`src/rtl/updown_decoder_pkg.sv`:
```
// Shared definitions for the up/down counter decoder: data width, decoder
// states and the step classes produced by the classifier.
package updown_decoder_pkg;

  localparam int DATA_W = 8;

  localparam logic [DATA_W-1:0] CNT_MAX = '1;

  typedef enum logic [1:0] {
    ST_IDLE  = 2'd0,
    ST_ACQ   = 2'd1,
    ST_TRACK = 2'd2
  } state_t;

  typedef enum logic [1:0] {
    CLS_STAY = 2'd0,
    CLS_UP   = 2'd1,
    CLS_DOWN = 2'd2,
    CLS_JUMP = 2'd3
  } step_t;

endpackage

```
`src/rtl/updown_decoder_step_class.sv`:
```
// Combinational step classifier: compares a new counter sample with the
// previous one using modulo-2^DATA_W arithmetic so wrap-around is a legal step.
module updown_step_class
  import updown_decoder_pkg::*;
(
  input  logic [DATA_W-1:0] i_prev,
  input  logic [DATA_W-1:0] i_q,
  output step_t             o_class
);

  logic [DATA_W-1:0] w_delta;

  assign w_delta = i_q - i_prev;

  always_comb begin
    o_class = CLS_JUMP;
    if (w_delta == '0) begin
      o_class = CLS_STAY;
    end else if (w_delta == {{(DATA_W-1){1'b0}}, 1'b1}) begin
      o_class = CLS_UP;
    end else if (w_delta == '1) begin
      o_class = CLS_DOWN;
    end
  end

endmodule

```
`src/rtl/updown_decoder.sv`:
```
// Up/down counter decoder: tracks an observed counter, reports direction,
// pauses, legal reversals and illegal jumps with a saturating error count.
module updown_decoder
  import updown_decoder_pkg::*;
(
  input  logic              CLK,
  input  logic              RST,
  input  logic              SMP_EN,
  input  logic [DATA_W-1:0] Q_IN,
  input  logic              CLR_ERR,
  output logic              DIR,
  output logic              HOLD,
  output logic              LOCK,
  output logic              DIR_CHG,
  output logic              ERR,
  output logic [DATA_W-1:0] ERR_CNT
);

  state_t            r_state;
  logic [DATA_W-1:0] r_prev;
  logic              r_dir;
  logic              r_hold;
  logic              r_lock;
  logic              r_dir_chg;
  logic              r_err;
  logic [DATA_W-1:0] r_err_cnt;

  state_t            w_state_next;
  logic [DATA_W-1:0] w_prev_next;
  logic              w_dir_next;
  logic              w_hold_next;
  logic              w_lock_next;
  logic              w_dir_chg_next;
  logic              w_err_next;
  logic [DATA_W-1:0] w_err_cnt_base;
  logic [DATA_W-1:0] w_err_cnt_next;
  step_t             w_class;
  logic              w_is_step;
  logic              w_step_up;

  updown_step_class u_step_class (
    .i_prev  (r_prev),
    .i_q     (Q_IN),
    .o_class (w_class)
  );

  assign w_is_step = (w_class == CLS_UP) || (w_class == CLS_DOWN);
  assign w_step_up = (w_class == CLS_UP);

  always_comb begin
    w_state_next   = r_state;
    w_prev_next    = r_prev;
    w_dir_next     = r_dir;
    w_hold_next    = r_hold;
    w_lock_next    = r_lock;
    w_dir_chg_next = 1'b0;
    w_err_next     = 1'b0;
    if (SMP_EN) begin
      w_prev_next = Q_IN;
      case (r_state)
        ST_IDLE: begin
          w_state_next = ST_ACQ;
        end
        ST_ACQ: begin
          // HOLD mirrors whether this sample repeated the last one.
          w_hold_next = (w_class == CLS_STAY);
          if (w_is_step) begin
            w_dir_next   = w_step_up;
            w_lock_next  = 1'b1;
            w_state_next = ST_TRACK;
          end
        end
        ST_TRACK: begin
          if (w_is_step) begin
            w_hold_next = 1'b0;
            if (w_step_up != r_dir) begin
              w_dir_next     = w_step_up;
              w_dir_chg_next = 1'b1;
            end
          end else if (w_class == CLS_STAY) begin
            w_hold_next = 1'b1;
          end else begin
            w_err_next   = 1'b1;
            w_lock_next  = 1'b0;
            w_hold_next  = 1'b0;
            w_state_next = ST_ACQ;
          end
        end
        default: begin
          w_state_next = ST_IDLE;
        end
      endcase
    end
  end

  // Clear takes effect first so a coincident error leaves a count of one.
  always_comb begin
    w_err_cnt_base = CLR_ERR ? '0 : r_err_cnt;
    w_err_cnt_next = w_err_cnt_base;
    if (w_err_next && (w_err_cnt_base != CNT_MAX)) begin
      w_err_cnt_next = w_err_cnt_base + {{(DATA_W-1){1'b0}}, 1'b1};
    end
  end

  always_ff @(posedge CLK or posedge RST) begin
    if (RST) begin
      r_state   <= ST_IDLE;
      r_prev    <= '0;
      r_dir     <= 1'b0;
      r_hold    <= 1'b0;
      r_lock    <= 1'b0;
      r_dir_chg <= 1'b0;
      r_err     <= 1'b0;
      r_err_cnt <= '0;
    end else begin
      r_state   <= w_state_next;
      r_prev    <= w_prev_next;
      r_dir     <= w_dir_next;
      r_hold    <= w_hold_next;
      r_lock    <= w_lock_next;
      r_dir_chg <= w_dir_chg_next;
      r_err     <= w_err_next;
      r_err_cnt <= w_err_cnt_next;
    end
  end

  assign DIR     = r_dir;
  assign HOLD    = r_hold;
  assign LOCK    = r_lock;
  assign DIR_CHG = r_dir_chg;
  assign ERR     = r_err;
  assign ERR_CNT = r_err_cnt;

endmodule
```
`config.mk`:
```
export PLATFORM = sky130hd
export DESIGN_NAME = updown_decoder
export DESIGN_NICKNAME = d
export VERILOG_FILES = /design/src/rtl/updown_decoder_pkg.sv /design/src/rtl/updown_decoder_step_class.sv /design/src/rtl/updown_decoder.sv
export SDC_FILE = /design/constraint.sdc
export NUM_CORES = 1
export LEC_CHECK = 0
export ABC_AREA = 1
export CAP_MARGIN = 20
export CELL_PAD_IN_SITES_DETAIL_PLACEMENT = 1
export CELL_PAD_IN_SITES_GLOBAL_PLACEMENT = 1
export CORE_ASPECT_RATIO = 1.75
export CORE_MARGIN = 2
export CORE_UTILIZATION = 42
export CTS_BUF_LIST = sky130_fd_sc_hd__clkbuf_2
export CTS_CLUSTER_SIZE = 10
export DETAILED_ROUTE_END_ITERATION = 8
export DONT_BUFFER_PORTS = 1
export GPL_ROUTABILITY_DRIVEN = 0
export HOLD_SLACK_MARGIN = 0.06
export PLACE_DENSITY = 0.87
export SETUP_SLACK_MARGIN = 0.4
export SLEW_MARGIN = 20
export SYNTH_ARGS = -nofsm -noshare
export SYNTH_HDL_FRONTEND = slang
export SYNTH_HIERARCHICAL = 1
export SYNTH_SLANG_ARGS = --single-unit
```
`constraint.sdc`:
```
create_clock -name CLK -period 2.5 [get_ports CLK]
set_input_delay 0.5 -clock CLK [delete_from_list [all_inputs] [get_ports CLK]]
set_output_delay 0.5 -clock CLK [all_outputs]
set_load 0.005 [all_outputs]
```
# --- Yosys cells after proc, flatten, opt, wreduce, memory -nomap -nowiden ---
# Cells that the tools add are included.
op_classes:
  reduce_logical: 10
  shifts: 0
  n_div: 0
  add_sub_neg: 2
  n_mux: 28
  multipliers: 0
  n_lt_le_gt_ge: 0
  n_eq_ne: 13
  bitwise_logic: 0
ops:
  columns: ["operator", "n"]
  rows:
  - ["1-bit 2-to-1 mux", 17]
  - ["8-bit 2-to-1 mux", 2]
  - ["2-bit 2-to-1 mux", 5]
  - ["2-bit != test, second input constant", 5]
  - ["5-bit AND reduction", 2]
  - ["8-bit by 1-bit adder with 8-bit output, second input constant", 1]
  - ["8-bit by 1-bit == test with 1-bit output, second input constant", 1]
  - ["8-bit == test, second input constant", 1]
  - ["8-bit logical NOT", 1]
  - ["8-bit != test, second input constant", 1]
  - ["8-bit subtractor", 1]
  - ["1-bit case mux with 2 select lines", 3]
  - ["2-bit case mux with 3 select lines", 1]
  - ["2-bit by 1-bit == test with 1-bit output, second input constant", 2]
  - ["2-bit == test, second input constant", 2]
  - ["2-bit logical NOT", 2]
  - ["4-bit AND reduction", 1]
  - ["2-bit AND reduction", 1]
  - ["2-bit nonzero test", 1]
  - ["1-bit logical AND", 1]
  - ["1-bit logical OR", 1]
  - ["1-bit != test", 1]
word_totals:
  ramBits: 0
  romBits: 0
  wordCells: 61
  output_inout_bits: 13
  regBits: 23
  memories: 0
  latchBits: 0

# --- Longest topological paths before layout ---
depth:
  ltp_word: 12
  mapped_depth: 22

# --- Hierarchy ---
# The synthesis kept the hierarchy.
modules_own_cells:
  columns: ["module", "instances", "cells_per_inst", "seq_area_each_um2", "area_each_um2"]
  rows:
  - ["updown_decoder", 1, 159, 575.6, 1261.2]
  - ["updown_step_class", 1, 93, 0.0, 488.0]

# --- Worst setup path before layout ---
# Ideal clock, no wire load.
synth_timing:
  path_type: "input -> register"
  start: "input port Q_IN[0]"
  end: "register r_state[0]"
  cell_stages: 20
  setup_slack_ns: -0.178
  arrival_ns: 2.551
  n_path_buf: 0
  cell_sequence: "inv_1 ha_1 inv_1 fa_1 nand2_1 nand3_2 nand3_2 nand3_1 nand2_1 nor2_1 nand3_1 nand2_1 inv_1 inv_1 ha_1 inv_1 a21oi_2 nand2_1 a21oi_2 o21ai_0"
synth_between:
  elab_chain_cells: 9
  word_cells_on_any_way: 15
synth_rtl:
  columns: ["element", "line_no", "rtl"]
  rows:
  - ["start, declared", "updown_decoder.sv:9", "input logic [DATA_W-1:0] Q_IN,"]
  - ["8-bit subtractor (*)", "updown_decoder_step_class.sv:13", "assign w_delta = i_q - i_prev;"]
  - ["8-bit == test", "updown_decoder_step_class.sv:21", "end else if (w_delta == '1) begin"]
  - ["1-bit 2-to-1 mux", "updown_decoder_step_class.sv:21", null]
  - ["2-bit 2-to-1 mux", "updown_decoder_step_class.sv:19", "end else if (w_delta == {{(DATA_W-1){1'b0}}, 1'b1}) begin"]
  - ["2-bit 2-to-1 mux (*)", "updown_decoder_step_class.sv:17", "if (w_delta == '0) begin"]
  - ["via w_class[0]", "updown_decoder.sv:37", "step_t w_class;"]
  - ["2-bit by 1-bit == test with 1-bit output or 2-bit == test (tied branches)", "updown_decoder.sv:47", "assign w_is_step = (w_class == CLS_UP) || (w_class == CLS_DOWN);"]
  - ["1-bit logical OR", "updown_decoder.sv:47", null]
  - ["2-bit != test (no line)", null, null]
  - ["4-bit AND reduction (no line) (*)", null, null]
  - ["end signal, assigned", "updown_decoder.sv:116", "r_state <= w_state_next;"]
  - ["end, declared", "updown_decoder.sv:19", "state_t r_state;"]
# Mark *: on every way through the listed nets, which the timed path passes. The rest lies on a longest branch.
# A chain may end at the register's enable or synchronous reset.

# --- Worst setup path in the final report ---
layout_timing:
  start: "register r_prev[0]"
  end: "register r_lock (netlist: LOCK)"
layout_between:
  elab_chain_cells: 9
  word_cells_on_any_way: 15
layout_rtl:
  columns: ["element", "line_no", "rtl"]
  rows:
  - ["start, declared", "updown_decoder.sv:20", "logic [DATA_W-1:0] r_prev;"]
  - ["start signal, assigned", "updown_decoder.sv:117", "r_prev <= w_prev_next;"]
  - ["8-bit subtractor (*)", "updown_decoder_step_class.sv:13", null]
  - ["8-bit == test", "updown_decoder_step_class.sv:21", null]
  - ["1-bit 2-to-1 mux", "updown_decoder_step_class.sv:21", null]
  - ["2-bit 2-to-1 mux", "updown_decoder_step_class.sv:19", null]
  - ["2-bit 2-to-1 mux (*)", "updown_decoder_step_class.sv:17", null]
  - ["via w_class[0]", "updown_decoder.sv:37", null]
  - ["2-bit by 1-bit == test with 1-bit output or 2-bit == test (tied branches)", "updown_decoder.sv:47", null]
  - ["1-bit logical OR", "updown_decoder.sv:47", null]
  - ["2-bit != test (no line)", null, null]
  - ["5-bit AND reduction (no line) (*)", null, null]
  - ["end signal, assigned", "updown_decoder.sv:120", "r_lock <= w_lock_next;"]
  - ["end, declared", "updown_decoder.sv:23", "logic r_lock;"]
# Marked as above.

==> results_dict.tcl <==
set metrics [dict create \
    peakVddDrop_mv 0.406 \
    cts_root_buf "clkbuf_2" \
    clock-skew-final_ns 0.00807 \
    synth_area_leaders "dfrtp_1, nand2_1, ha_1" \
    worstPathMaxFanout 3 \
    end_kind "register" \
    final_util_pct 56.3 \
    initial_core_util_pct 42.9 \
    arrival_ns 3.12 \
    drc 0 \
    netlist_top_cells_count "nand2_1, inv_1, dfrtp_1, nand3_1, ha_1" \
    grt_pass1_vias 1794 \
    groute.usage.overall_pct 21.6 \
    comb_power_share_pct 48.8 \
    htree_levels 1 \
    crit_path_start "r_prev[0]" \
    die_h_um 89.4 \
    min_period_over_period_pct 114 \
    slew_viol_final 0 \
    yosys.area.top_type_share_pct 32.9 \
    insertion_delay_ns 0.37 \
    clk_path_buf_depth 2 \
    synth-seq-cells 23 \
    fmax_mhz 352 \
    numClockSinks 23 \
    cts_tree "yes" \
    tightest_slew_ns 0.333 \
    finalSetupTns_ns -4.03 \
    dp_hpwl_mm 3.65 \
    first_pass_iters 4 \
    wirelength_mm 5.59 \
    hold_viol_final 0 \
    pin_count 25 \
    p_switching_w 0.000541 \
    drive_above_1_share_pct 33.1 \
    period_needed_ns 2.84 \
    relSlewSlack_pct 77.8 \
    drv_cap 0 \
    path_class "reg2reg" \
    io_buffers 0 \
    coreArea_sq_um 4070 \
    p_leak_nw 1.20 \
    start_kind "register" \
    syn_inst 252 \
    async_reset_ff_share_pct 100 \
    hp-class "in2reg" \
    drt-met1-wl_mm 2.08 \
    synth.largest_area_cell "dfrtp_1" \
    power.density_nw_per_um2 552 \
    ant_nets 0 \
    synth_area_per_cell_sq_um 6.94 \
    wl_met2_mm 3.20 \
    wl_per_cell_um 16.9 \
    top_layer "met4" \
    synth_cell_types 27 \
    drt-vias-per-instance 5.31 \
    diodes 0 \
    gr-total-overflow 0 \
    dr.first_iter.drc_count 67 \
    setup_slack_ns -0.344 \
    synth_edf_count 0 \
    clkTransAtPathRegs_ns 0.23 \
    grt_first_pass_wirelength_mm 7.56 \
    required_ns 2.77 \
    synth_area_sq_um 1750 \
    antenna_found_initial 0 \
    hp-start "SMP_EN" \
    num_rows 31 \
    routed-wl-met3_um 168 \
    yosysWarnings 6 \
    rr_startpoint "r_prev[0]" \
    syn2layout_area_growth_pct 31.0 \
    fin_nets 312 \
    grt_max_degree 24 \
    p_int_w 0.000724 \
    fp.dieW_um 52.8 \
    p_clk_share_pct 13.5 \
    yosysSeqAreaShare_pct 32.9 \
    synth.most_common_cell "nand2_1" \
    p_sw_share_pct 42.8 \
    status "finished, violations left" \
    finalSetupViolations 14 \
    vias 1751 \
    dieArea_sq_um 4720 \
    pwr-share-seq_pct 37.6 \
    pre_cts_slack_ns -0.318 \
    synth_nets 282 \
    violations "setup timing" \
    cts_inserted_buffers 3 \
    rsz0062_at_grt "true" \
    synth-main-ff-cell "dfrtp_1" \
]
[power by group through the flow]
stage                     logic, W  clock network [W]  registers (W)
after global routing      0.000669           0.000193       0.000486
final                     0.000618           0.000171       0.000476
after CTS                 0.000511           0.000177       0.000475
after detailed placement  0.000460                  0       0.000482
after floorplan           0.000318                  0       0.000470
after global placement    0.000431                  0       0.000478
[final timing paths]
kind	endpoint	slack [ns]	depth (start not counted)
min in group asynchronous	r_prev[5]	0.57	3
hold reg to reg	r_prev[6]	0.51	2
hold / removal	HOLD	0.20	1
setup / recovery	LOCK	-0.34	17
setup reg to reg	LOCK	-0.34	17
max in group asynchronous	r_prev[3]	1.67	3
[state kept, by name (all words and copies together) (netlist names)]
signal,cells
DIR,1
DIR_CHG,1
ERR,1
ERR_CNT,8
HOLD,1
LOCK,1
r_prev,8
r_state,2
[repair_timing]
| item | in CTS | in global routing |
|---|---|---|
| endpoints found under the setup margin | 15 | 15 |
| setup buffers | 3 | 6 |
| hold endpoints to repair | 23 | 0 |
| pin swaps | 17 | 17 |
| hold buffers | 1 | 0 |
| gates resized for setup | 25 | 28 |
| gates cloned | 0 | 0 |
[layout make-up]
class / instances / area (sq um)
Tap cell: 49 / 61.3
Timing Repair Buffer: 27 / 213
Sequential cell: 23 / 576
Multi-Input combinational cell: 182 / 1240
Clock buffer: 4 / 20.0
Inverter: 45 / 186
Fill cell: 519 / 1780
[cell usage in the layout, fill, tap and decap left out, types with 2 or more instances in the layout]
| cell type | instances |
|---|---|
| a21oi_2 | 2 |
| a21oi_4 | 3 |
| buf_4 | 24 |
| buf_6 | 2 |
| clkbuf_2 | 4 |
| dfrtp_1 | 23 |
| ha_1 | 8 |
| ha_4 | 8 |
| inv_1 | 31 |
| inv_2 | 10 |
| inv_4 | 2 |
| nand2_1 | 87 |
| nand2_2 | 14 |
| nand3_1 | 10 |
| nand3_2 | 9 |
| nand3_4 | 2 |
| nand3b_1 | 2 |
| nand4_1 | 2 |
| nor2_1 | 8 |
| nor2_2 | 6 |
| o21ai_0 | 2 |
| o21ai_1 | 3 |
| xnor2_1 | 2 |
| xor2_1 | 3 |
[critical path, stage by stage, from the launching register on]
cell	delay, ns
dfrtp_1	0.44
ha_4	0.14
inv_2	0.03
fa_2	0.36
xnor2_1	0.30
nand4_1	0.19
nor2_1	0.23
nand3_2	0.12
nand2_2	0.09
inv_2	0.05
inv_2	0.06
ha_4	0.15
inv_4	0.04
a21oi_4	0.21
buf_6	0.13
nand3_2	0.08
nand2_1	0.06
o21ai_0	0.07
[per-stage QoR]
| stage | cell area [sq um] | power [W] | hold slack [ns] | std cells |
|---|---|---|---|---|
| 4_1_cts | 2090 | 0.00116 | 0.200 | 324 |
| 5_1_grt | 2290 | 0.00135 | 0.172 | 330 |
| 3_5_place_dp | 1960 | 0.000942 | 0.464 | 316 |
| 6_report | 2290 | 0.00127 | 0.200 | 330 |
| 2_1_floorplan | 1790 | 0.000788 | 0.442 | 252 |
| 3_3_place_gp | 1960 | 0.000910 | 0.453 | 316 |
[routing by layer]
metal | vias up | global-route usage [%]
li1 | 829 | -
met1 | 871 | 19.4
met2 | 41 | 46.1
met3 | 10 | 2.01
met4 | 0 | 7.93
met5 | - | 0
[cells by family after synthesis]
| family | share of synthesized area, % |
|---|---|
| flip-flops | 32.9 |
| adder cells (fa/ha/maj) | 13.3 |
| XOR/XNOR | 3.00 |
| buffers and inverters | 10.6 |
| AO/OA/AOI/OAI | 5.08 |
| AND/OR/NAND/NOR | 35.1 |
(Power assumes the default switching activity.)
